--- config.mk ---
export PLATFORM = sky130hd
export DESIGN_NAME = imem_loader
export DESIGN_NICKNAME = d
export VERILOG_FILES = /design/src/rtl/loader_pkg.sv /design/src/rtl/imem_word_packer.sv /design/src/rtl/imem_loader.sv
export SDC_FILE = /design/constraint.sdc
export NUM_CORES = 1
export LEC_CHECK = 0
export ABC_AREA = 1
export ABC_CLOCK_PERIOD_IN_PS = 1650
export CORE_MARGIN = 2
export CORE_UTILIZATION = 40
export CTS_BUF_LIST = sky130_fd_sc_hd__clkbuf_16
export CTS_CLUSTER_SIZE = 14
export DETAILED_ROUTE_END_ITERATION = 12
export GPL_TIMING_DRIVEN = 0
export SLEW_MARGIN = 40
export SYNTH_ARGS = -nofsm -noshare
export SYNTH_HDL_FRONTEND = slang
export SYNTH_SLANG_ARGS = --single-unit
--- constraint.sdc ---
create_clock -name clk -period 1.65 [get_ports clk]
set_input_delay 0.2475 -clock clk [delete_from_list [all_inputs] [get_ports clk]]
set_output_delay 0.2475 -clock clk [all_outputs]
set_load 0.05 [all_outputs]
--- src/rtl/loader_pkg.sv ---
// Shared types and constants for the boot-time instruction memory loader.
package loader_pkg;

    // Loader FSM states
    typedef enum logic [2:0] {
        IDLE,
        COUNT,
        DATA,
        CHECK,
        FILL,
        DONE,
        ERROR
    } state_e;

    localparam int         INSTR_WIDTH       = 32;
    localparam logic [7:0] DEFAULT_SYNC_BYTE = 8'hA5;

endpackage

--- src/rtl/imem_word_packer.sv ---
// Assembles four little-endian bytes into one instruction word.
// The word and its valid pulse are presented combinationally alongside the
// fourth byte, so the caller can register the imem write one cycle later.
module imem_word_packer
    import loader_pkg::*;
(
    input  logic                   clk,
    input  logic                   rst,
    input  logic [7:0]             byte_in,
    input  logic                   byte_en,
    output logic [INSTR_WIDTH-1:0] word_out,
    output logic                   word_vld
);

    logic [1:0]  cnt_q, cnt_d;
    logic [23:0] acc_q, acc_d;

    // Shift bytes in from the top so the first byte ends up in bits [7:0]
    always_comb begin
        cnt_d = cnt_q;
        acc_d = acc_q;
        if (byte_en) begin
            cnt_d = cnt_q + 2'd1;
            acc_d = {byte_in, acc_q[23:8]};
        end
    end

    // Byte counter and partial-word register
    always_ff @(posedge clk or negedge rst) begin
        if (!rst) begin
            cnt_q <= 2'd0;
            acc_q <= 24'd0;
        end else begin
            cnt_q <= cnt_d;
            acc_q <= acc_d;
        end
    end

    assign word_out = {byte_in, acc_q};
    assign word_vld = byte_en && (cnt_q == 2'd3);

endmodule

--- src/rtl/imem_loader.sv ---
// Byte-stream program loader: receives a framed program, writes it to imem,
// zero-fills the unused words and releases the pipeline reset once the
// checksum has been verified.
module imem_loader
    import loader_pkg::*;
#(
    parameter int         ADDR_WIDTH = 5,
    parameter logic [7:0] SYNC_BYTE  = DEFAULT_SYNC_BYTE
) (
    input  logic                   clk,
    input  logic                   rst,
    input  logic [7:0]             byte_in,
    input  logic                   byte_valid,
    output logic                   byte_ready,
    output logic                   imem_we,
    output logic [ADDR_WIDTH-1:0]  imem_waddr,
    output logic [INSTR_WIDTH-1:0] imem_wdata,
    output logic                   cpu_rst,
    output logic                   load_done,
    output logic                   load_err
);

    localparam int            DEPTH   = 2 ** ADDR_WIDTH;
    // One extra bit so an index equal to DEPTH is representable
    localparam int            IW      = ADDR_WIDTH + 1;
    localparam logic [IW-1:0] DEPTH_W = IW'(DEPTH);

    state_e                   state_q, state_d;
    logic [IW-1:0]            n_q, n_d;
    // Word index during DATA, then reused as the fill address during FILL
    logic [IW-1:0]            idx_q, idx_d;
    logic [7:0]               chk_q, chk_d;
    logic                     ready_q, ready_d;
    logic                     we_q, we_d;
    logic [ADDR_WIDTH-1:0]    waddr_q, waddr_d;
    logic [INSTR_WIDTH-1:0]   wdata_q, wdata_d;
    logic                     cpu_rst_q, cpu_rst_d;
    logic                     done_q, done_d;
    logic                     err_q, err_d;

    logic                     accept;
    logic                     pk_en;
    logic [INSTR_WIDTH-1:0]   pk_word;
    logic                     pk_vld;

    assign accept = byte_valid && ready_q;
    assign pk_en  = accept && (state_q == DATA);

    imem_word_packer u_packer (
        .clk      (clk),
        .rst      (rst),
        .byte_in  (byte_in),
        .byte_en  (pk_en),
        .word_out (pk_word),
        .word_vld (pk_vld)
    );

    // Next-state logic; every output is derived here and registered below
    always_comb begin
        state_d = state_q;
        n_d     = n_q;
        idx_d   = idx_q;
        chk_d   = chk_q;
        we_d    = 1'b0;
        waddr_d = waddr_q;
        wdata_d = wdata_q;

        case (state_q)
            IDLE: begin
                if (accept && byte_in == SYNC_BYTE) begin
                    state_d = COUNT;
                end
            end
            COUNT: begin
                if (accept) begin
                    chk_d = byte_in;
                    if ({1'b0, byte_in} > 9'(DEPTH)) begin
                        state_d = ERROR;
                    end else begin
                        n_d   = byte_in[IW-1:0];
                        idx_d = '0;
                        state_d = (byte_in == 8'd0) ? CHECK : DATA;
                    end
                end
            end
            DATA: begin
                if (accept) begin
                    chk_d = chk_q ^ byte_in;
                    if (pk_vld) begin
                        we_d    = 1'b1;
                        waddr_d = idx_q[ADDR_WIDTH-1:0];
                        wdata_d = pk_word;
                        idx_d   = idx_q + IW'(1);
                        if (idx_q + IW'(1) == n_q) begin
                            state_d = CHECK;
                        end
                    end
                end
            end
            CHECK: begin
                if (accept) begin
                    if (byte_in != chk_q) begin
                        state_d = ERROR;
                    end else if (n_q == DEPTH_W) begin
                        state_d = DONE;
                    end else begin
                        // First fill write goes out the cycle after CHK
                        we_d    = 1'b1;
                        waddr_d = n_q[ADDR_WIDTH-1:0];
                        wdata_d = '0;
                        idx_d   = n_q + IW'(1);
                        state_d = FILL;
                    end
                end
            end
            FILL: begin
                if (idx_q == DEPTH_W) begin
                    state_d = DONE;
                end else begin
                    we_d    = 1'b1;
                    waddr_d = idx_q[ADDR_WIDTH-1:0];
                    wdata_d = '0;
                    idx_d   = idx_q + IW'(1);
                end
            end
            DONE:    state_d = DONE;
            ERROR:   state_d = ERROR;
            default: state_d = ERROR;
        endcase

        ready_d   = (state_d == IDLE) || (state_d == COUNT) ||
                    (state_d == DATA) || (state_d == CHECK);
        cpu_rst_d = (state_d != DONE);
        done_d    = (state_d == DONE);
        err_d     = (state_d == ERROR);
    end

    // State and registered outputs
    always_ff @(posedge clk or negedge rst) begin
        if (!rst) begin
            state_q   <= IDLE;
            n_q       <= '0;
            idx_q     <= '0;
            chk_q     <= 8'd0;
            ready_q   <= 1'b1;
            we_q      <= 1'b0;
            waddr_q   <= '0;
            wdata_q   <= '0;
            cpu_rst_q <= 1'b1;
            done_q    <= 1'b0;
            err_q     <= 1'b0;
        end else begin
            state_q   <= state_d;
            n_q       <= n_d;
            idx_q     <= idx_d;
            chk_q     <= chk_d;
            ready_q   <= ready_d;
            we_q      <= we_d;
            waddr_q   <= waddr_d;
            wdata_q   <= wdata_d;
            cpu_rst_q <= cpu_rst_d;
            done_q    <= done_d;
            err_q     <= err_d;
        end
    end

    assign byte_ready = ready_q;
    assign imem_we    = we_q;
    assign imem_waddr = waddr_q;
    assign imem_wdata = wdata_q;
    assign cpu_rst    = cpu_rst_q;
    assign load_done  = done_q;
    assign load_err   = err_q;

endmodule

* Yosys cells after proc, flatten, opt, wreduce, memory -nomap -nowiden
Index checks and enable logic that the tools add are counted.
Storage, ports and cells: register bits 91, bits in latches 0, RAM bits 0, bits in read-only memories 0, input port bits 11, output and inout bits 42, logic and storage cells 106, memories 0
Operators by class: add/subtract/negate cells 3, multiply operators 0, div/mod/pow operators 0, order comparisons 1, equality and inequality tests 25, shift-type cells 0, multiplexer cells 45, bitwise operators 2, reductions and logical operators 17
Operator list (number):
- $mux W32 | 6
- $pmux W32 S3 | 1
- $mux W6 | 8
- $mux W5 | 6
- $mux W3 | 8
- $pmux W6 S4 | 1
- $pmux W3 S6 | 1
- $mux W8 | 2
- $ne A2 B2 Y1 const B | 8
- $pmux W8 S2 | 1
- $pmux W5 S3 | 1
- $add A6 B1 Y6 const B | 2
- $eq A3 B2 Y1 const B | 4
- $eq A3 B3 Y1 const B | 4
- $eq A6 B6 Y1 const B | 2
- $reduce_and A9 Y1 | 1
- $eq A8 B8 Y1 const B | 1
- $gt A8 B6 Y1 const B | 1
- $logic_not A8 Y1 | 1
- $mux W1 | 8
- $ne A8 B8 Y1 | 1
- $xor A8 B8 Y8 | 1
- $reduce_and A7 Y1 | 1
- $eq A3 B1 Y1 const B | 2
- other kinds (14) | 21

* Logic depth before layout (Yosys ltp)
Gate-level depths: netlist of the first run.
depth in word-level cells 10, gate-level depth with buffers 12, depth with buffers taken out 11

* By module
From an unflattened synthesis of the first run, not the netlist that was laid out.
Unflattened totals: cell total of the unflattened synthesis 669, area, all modules 5003.5 µm²
By module, submodules not included:
- imem_loader | instances 1, cells an instance 547, area each 3849.9 µm², sequential area each 1629.1 µm²
- imem_word_packer | instances 1, cells an instance 122, area each 1153.6 µm², sequential area each 650.6 µm²

* Worst setup path after synthesis of the first run
Ideal clock, no wire load.
kind register to register, start reg ready_q, in the netlist byte_ready, end reg waddr_q[4], in the netlist imem_waddr[4], library setup time 0.119 ns, data arrival time 1.682 ns, data required time 1.531 ns, path slack -0.151 ns, cell stages (with the launch flop) 10, path buffers 2, period minus slack after synthesis 1.801 ns, path through dfstp_2 -> nand2_1 -> inv_1 -> a21oi_1 -> nor2_1 -> nand3_2 -> buf_6 -> buf_6 -> nand2_1 -> nand2_1
On the way: word-level cells in the longest chain between the ends 5, elaborated cells on any way between the ends 7, those cells by class eq/ne (3); reduce/logical (4)
RTL lines:
- from (decl) | line imem_loader.sv:33 | logic ready_q, ready_d;
- from (signal assigned) | line imem_loader.sv:157 | ready_q <= ready_d;
- $logic_and A1 B1 Y1 (*) | line imem_loader.sv:46 | assign accept = byte_valid && ready_q;
- $logic_and A1 B1 Y1 | line imem_loader.sv:47 | assign pk_en = accept && (state_q == DATA);
- $logic_and A1 B1 Y1 | line imem_word_packer.sv:40 | assign word_vld = byte_en && (cnt_q == 2'd3);
- $ne A2 B2 Y1 (no source line)
- $reduce_and A7 Y1 (no source line) (*)
- to (signal assigned) | line imem_loader.sv:159 | waddr_q <= waddr_d;
- to (decl) | line imem_loader.sv:35 | logic [ADDR_WIDTH-1:0] waddr_q, waddr_d;
Mark *: on every way between the ends. The rest lies on a longest branch, timed or not. A chain may end at the register's enable or synchronous reset.

* Final worst setup path of the first run
start reg state_q[0], end reg wdata_q[26], in the netlist imem_wdata[26]
On the way: word-level cells in the longest chain between the ends 5, elaborated cells on any way between the ends 14, those cells by class eq/ne (9); mux (1); reduce/logical (4)
RTL lines:
- from (decl) | line imem_loader.sv:28 | state_e state_q, state_d;
- from (signal assigned) | line imem_loader.sv:153 | state_q <= state_d;
- $eq A3 B2 Y1 | line imem_loader.sv:47, imem_loader.sv:68
- $logic_and A1 B1 Y1 | line imem_loader.sv:47
- $logic_and A1 B1 Y1 | line imem_word_packer.sv:40
- $ne A2 B2 Y1 (no source line)
- $reduce_and A7 Y1 (no source line)
- to (signal assigned) | line imem_loader.sv:160 | wdata_q <= wdata_d;
- to (decl) | line imem_loader.sv:36 | logic [INSTR_WIDTH-1:0] wdata_q, wdata_d;
Several ways; a longest one is shown, not always the timed one.

==> results.cfg, run 1 <==
[sta]
fin_crit_sh_pct = 101
fin_crit_ns = 1.67
rsz0062_at_grt = yes
slew_headroom_pct = 67.0
worst_slew_pin_slew_ns = 0.497
final_max_slew_viol_count = 0
layout_setup_ws_ns = -0.0175
hold_slack_ns = 0.337
fin_skew_ns = 0.00966
finalHoldViolCount = 0
fmax_mhz = 600
setup_viol = 17

[synthesis]
ys_types = 27
synth_fp_nets = 634
synthCells = 618
synth.area.top_cells = dfrtp_1, nand2_1, nand4_1
ys_ff_latch = 91
synth_ff_type = dfrtp_1
synth_common_cells = nand2_1, dfrtp_1, nor2_1, inv_1
yosysMostFrequentCell = nand2_1
seq_area_frac_synth_pct = 48.5
syn-cell-area_um2 = 4700
synth_top_area_share_pct = 47.4
postSynthAreaPerCell_um2 = 7.61
synth_top_cell_by_area = dfrtp_1
synth-edff-count = 0
yosys_warnings = 0
async_reset_ff_share_pct = 100

[clocking]
clock_latency_ns = 0.35
h-tree-depth = 3
cts_buffers = 9
clk_pin_slew_ns = 0.07
cts_sinks = 91
clk_path_buf_depth = 2
cts_root_buffer = clkbuf_16
cts_tree = done

[detailed_routing]
wl_per_cell_um = 14.7
vias = 4415
dr.pass1.iters = 5
drt-vias-per-instance = 5.12
wirelength_um = 12700
drt_first_iter_violations = 221
route.antenna.remaining_nets = 0
drc = 0

[placement]
io_buffers = 52
dp.cells = 814
dp_hpwl_um = 8730
gp_congestion = 0.910

[layout]
antennaDiodeCount = 0
drive_gt1_share_pct = 21.1
areaGrowthSynthToFinish_pct = 32.8
post-route-util_pct = 54.5
final_nets = 731
final_cells = 863

[setup_path]
max_stage_delay_ns = 0.46
cp.arrival_ns = 1.91
cp-end-kind = flip-flop
crit_type = flip-flop to flip-flop
crit_fanout = 10
start_kind = flip-flop
cp.depth = 8
r2r_slack_ns = -0.02
crit_buf_inv = 3
crit_top_cell = buf_6
required_ns = 1.89
crit_path_top_delay_cell = dfrtp_2
cp_top_family = simple AND/OR/NAND/NOR gates
rr_worst_depth = 8
crit_path_cell_trace = buf_6 -> nand3b_1 -> a21oi_4 -> nor2_4 -> buf_6 -> buf_8 -> nand4_1 -> nand2_1

[floorplanning]
die-area_um2 = 12600
die_y_um = 112
ios = 53
coreArea_um2 = 11500
start_util_pct = 41.0
chipWidth_um = 112
placementRows = 39

[global_routing]
use_met1_pct = 28.0
grt_pass1_wl_um = 20600
grt_usage_pct = 20.5
met3_usage_pct = 2.70
antenna_found_initial = 0
grt_max_degree = 59
overflow = 0
gr-usage-met2_pct = 33.7
busiest_layer = met2
grt_pass1_vias = 4248

[power_and_ir_drop]
power_density_nw_per_um2 = 1760
vdd_drop_max_v = 0.00109
power.total_w = 0.0110
p_leak_nw = 3.21

[outcome]
status = complete, but fails checks
violations = negative setup slack

[min_path]
hold_class = input port to asynchronous set/reset pin

[run]
maxCapViolCount = 0
[layout make-up]
cell class | instances | area (um^2)
inverter | 67 | 254
clock buffer | 9 | 225
timing repair buffer | 92 | 832
buffer | 24 | 223
sequential | 91 | 2290
clock inverter | 7 | 52.6
fill | 1084 | 5220
tap | 143 | 179
multi-input combinational | 430 | 2190
[logic make-up (layout without fill, tap and decap cells)]
family	Yosys count	after routing	synth area share, %
and+or+nand+nor	357	357	32.9
buffers and inverters	97	199	9.34
DFF	91	91	48.5
AOI/OAI and AO/OA	66	66	7.58
adders and majority gates	5	5	1.33
xor gates and xnor gates	2	2	0.373
[cells in the final DEF (no fill, tap or decap), types with 23 or more instances in the layout]
master         Yosys  final
nand2_1          207    180
dfrtp_1           89     84
nor2_1            66     56
inv_1             64     53
nand4_1           49     49
o21ai_0           49     47
dlygate4sd2_1      0     46
buf_4              5     34
nand2_2            2     25
nand3_1           26     23
[report_power, final]
group | leakage, nW | total (W) | switching, W | internal [W]
logic | 1.91 | 0.00549 | 0.00357 | 0.00193
registers | 1.17 | 0.00354 | 0.000485 | 0.00305
clock network | 0.131 | 0.00196 | 0.000932 | 0.00103
[worst register-to-register path, cell delays in order, from the launching register on]
cell and delay, ns:
dfrtp_2 0.46, buf_6 0.14, nand3b_1 0.24, a21oi_4 0.20, nor2_4 0.07, buf_6 0.16
buf_8 0.13, nand4_1 0.09, nand2_1 0.07
[stage by stage]
stage | area (um^2) | setup slack, ns | TNS, ns
2_1_floorplan | 4730 | 0.0200 | 0
3_3_place_gp | 5430 | -3.07 | -313.73
3_5_place_dp | 5450 | -0.824 | -38.74
4_1_cts | 5970 | -0.0183 | -0.0240
5_1_grt | 6240 | -0.125 | -4.60
6_report | 6240 | -0.0175 | -0.197
[metal layers]
metal / up-vias / wire, um / share of wire (%)
met5: - / 0 / 0
met2: 116 / 6200 / 49
met3: 15 / 523 / 4.1
met1: 2089 / 5740 / 45
met4: 0 / 203 / 1.6
li1: 2195 / - / -
[what timing repair did]
action / 4_1_cts / 5_1_grt
gates resized for setup: 88 / 64
pin swaps: 7 / 15
hold endpoints to repair: 33 / 0
setup endpoints to repair: 117 / 81
hold buffers: 1 / 0
setup buffers: 30 / 5
gates cloned: 0 / 3
[registers in the layout, summed over array words and instances (netlist names), 2 cells and up]
signal,flops
imem_waddr,5
n_q,6
state_q,3
imem_wdata,32
u_packer.cnt_q,2
u_packer.acc_q,24
chk_q,8
idx_q,6
[final timing paths]
kind                                  endpoint            from
worst max-delay path            imem_wdata[26]      state_q[0]
worst min-delay path                   imem_we             rst
worst max register to register  imem_wdata[26]      state_q[0]
worst min register to register  imem_wdata[17]  imem_wdata[17]
max in group asynchronous              cpu_rst             rst
min in group clk                      chk_q[1]      byte_in[1]
(Power assumes the default switching activity.)
==> run 2: changes to the inputs <==
- DONT_BUFFER_PORTS: not set -> 1
- SKIP_LAST_GASP: not set -> 1
==> results.cfg, run 2 (same netlist as run 1, synthesis figures left out) <==
[sta]
rsz0062_at_grt = yes
fmax_mhz = 581
fin_crit_sh_pct = 104
fin_crit_ns = 1.72
final_max_slew_viol_count = 0
finalHoldViolCount = 91
setup_viol = 44
worst_slew_pin_slew_ns = 0.522
fin_skew_ns = 0.0112
slew_headroom_pct = 65.2
hold_slack_ns = -0.418
layout_setup_ws_ns = -0.0710

[outcome]
status = complete, but fails checks
violations = negative hold slack, negative setup slack

[global_routing]
grt_usage_pct = 20.4
overflow = 0
grt_pass1_vias = 4154
antenna_found_initial = 0
grt_max_degree = 92
grt_pass1_wl_um = 20500

[setup_path]
cp.arrival_ns = 1.96
cp-end-kind = flip-flop
r2r_start = byte_ready
r2r_slack_ns = -0.07
cp-endpoint = imem_wdata[31]
crit_fanout = 8
crit_type = flip-flop to flip-flop
startpoint = byte_ready
r2r_end = imem_wdata[31]
start_kind = flip-flop
rr_worst_depth = 9
required_ns = 1.89

[placement]
dp.cells = 761
placed_cell_area_um2 = 4900
dp_hpwl_um = 8340
io_buffers = 0
gp_congestion = 0.921
pre_cts_ws_ns = -0.288

[layout]
largest_reg_flops = 32
post-route-util_pct = 51.2
layout_common_cells = nand2_1, dfrtp_1, inv_1
final_cells = 814
antennaDiodeCount = 0
drive_gt1_share_pct = 23.7
final_nets = 682
final_common_cell = nand2_1
areaGrowthSynthToFinish_pct = 24.8
final_area_um2 = 5870

[detailed_routing]
wl_per_cell_um = 15.4
route.antenna.remaining_nets = 0
drt-vias-per-instance = 5.22
drc = 0
dr.pass1.iters = 5
wirelength_um = 12500
vias = 4249
drt_first_iter_violations = 282

[floorplanning]
placementRows = 39
die-area_um2 = 12600
die_y_um = 112
start_util_pct = 41.0
chipWidth_um = 112
ios = 53
coreArea_um2 = 11500

[min_path]
hold_class = input port to asynchronous set/reset pin

[clocking]
h-tree-depth = 3
clk_path_buf_depth = 2
cts_tree = done
clk_pin_slew_ns = 0.08
cts_root_buffer = clkbuf_16
cts_sinks = 91
clock_latency_ns = 0.36
cts_buffers = 9

[power_and_ir_drop]
power_density_nw_per_um2 = 1820
power.total_w = 0.0107
p_leak_nw = 2.90
vdd_drop_max_v = 0.00114

[run]
maxCapViolCount = 0
==> run 2: cell types whose count changed in the layout (fill, tap and decap cells not counted), moves of 5 or more <==
cell,delta
nand2_2,+5
dlygate4sd2_1,-46
nand2_1,-6
inv_1,+6
inv_2,-6
==> run 2: worst max-delay path: stages (launching register included) <==
cell and delay, ns:
dfstp_4 0.73, nand2_8 0.10, inv_8 0.08, a21oi_4 0.06, nor2_4 0.13, nand3_2 0.09
buf_8 0.16, buf_6 0.13, nand2_1 0.05, nand2_1 0.06
==> run 2: worst min path at each step <==
stage | startpoint | endpoint | slack (ns) | depth (start not counted)
floorplan | rst | chk_q[0] | -0.05 | 0
global placement | rst | imem_we | -0.05 | 0
detailed placement | rst | imem_we | -0.05 | 0
CTS | rst | imem_wdata[10] | -0.43 | 0
global route | rst | imem_wdata[10] | -0.44 | 0
finish | rst | imem_wdata[10] | -0.42 | 0
==> run 2: area by class of cell <==
| type | count | area [um^2] |
|---|---|---|
| fillers | 1065 | 5600 |
| flip-flops and latches | 91 | 2290 |
| multi-input cells | 430 | 2240 |
| repair buffers | 41 | 382 |
| inverters | 67 | 259 |
| clock buffers | 9 | 225 |
| plain buffers | 26 | 216 |
| well taps | 143 | 179 |
| clock inverters | 7 | 73.8 |
==> run 2: what timing repair did <==
item | 4_1_cts | 5_1_grt
buffers inserted | 22 | 16
setup endpoints to repair | 80 | 81
cloned | 2 | 1
hold endpoints to repair | 91 | 91
resized for setup | 54 | 58
pin swaps | 20 | 35
==> run 2: per-layer routing <==
metal | vias to the layer above | global-route usage (%) | wire, um
met5 | - | 0 | 0
met4 | 0 | 8.46 | 301
met3 | 25 | 4.81 | 631
met2 | 117 | 32.1 | 5990
met1 | 2013 | 27.2 | 5620
li1 | 2094 | - | -
==> run 2: power by group <==
group	leakage [nW]	switching, W	total (W)	internal (W)
clock	0.146	0.000978	0.00204	0.00107
combinational	1.58	0.00223	0.00388	0.00165
sequential	1.17	0.00174	0.00478	0.00303
==> run 2: metrics by stage <==
step / TNS (ns) / hold slack [ns]
finish: -1.79 / -0.418
global route: -5.62 / -0.440
CTS: -0.923 / -0.434
detailed placement: -13.78 / -0.0456
global placement: -12.61 / -0.0457
floorplan: 0 / -0.0481
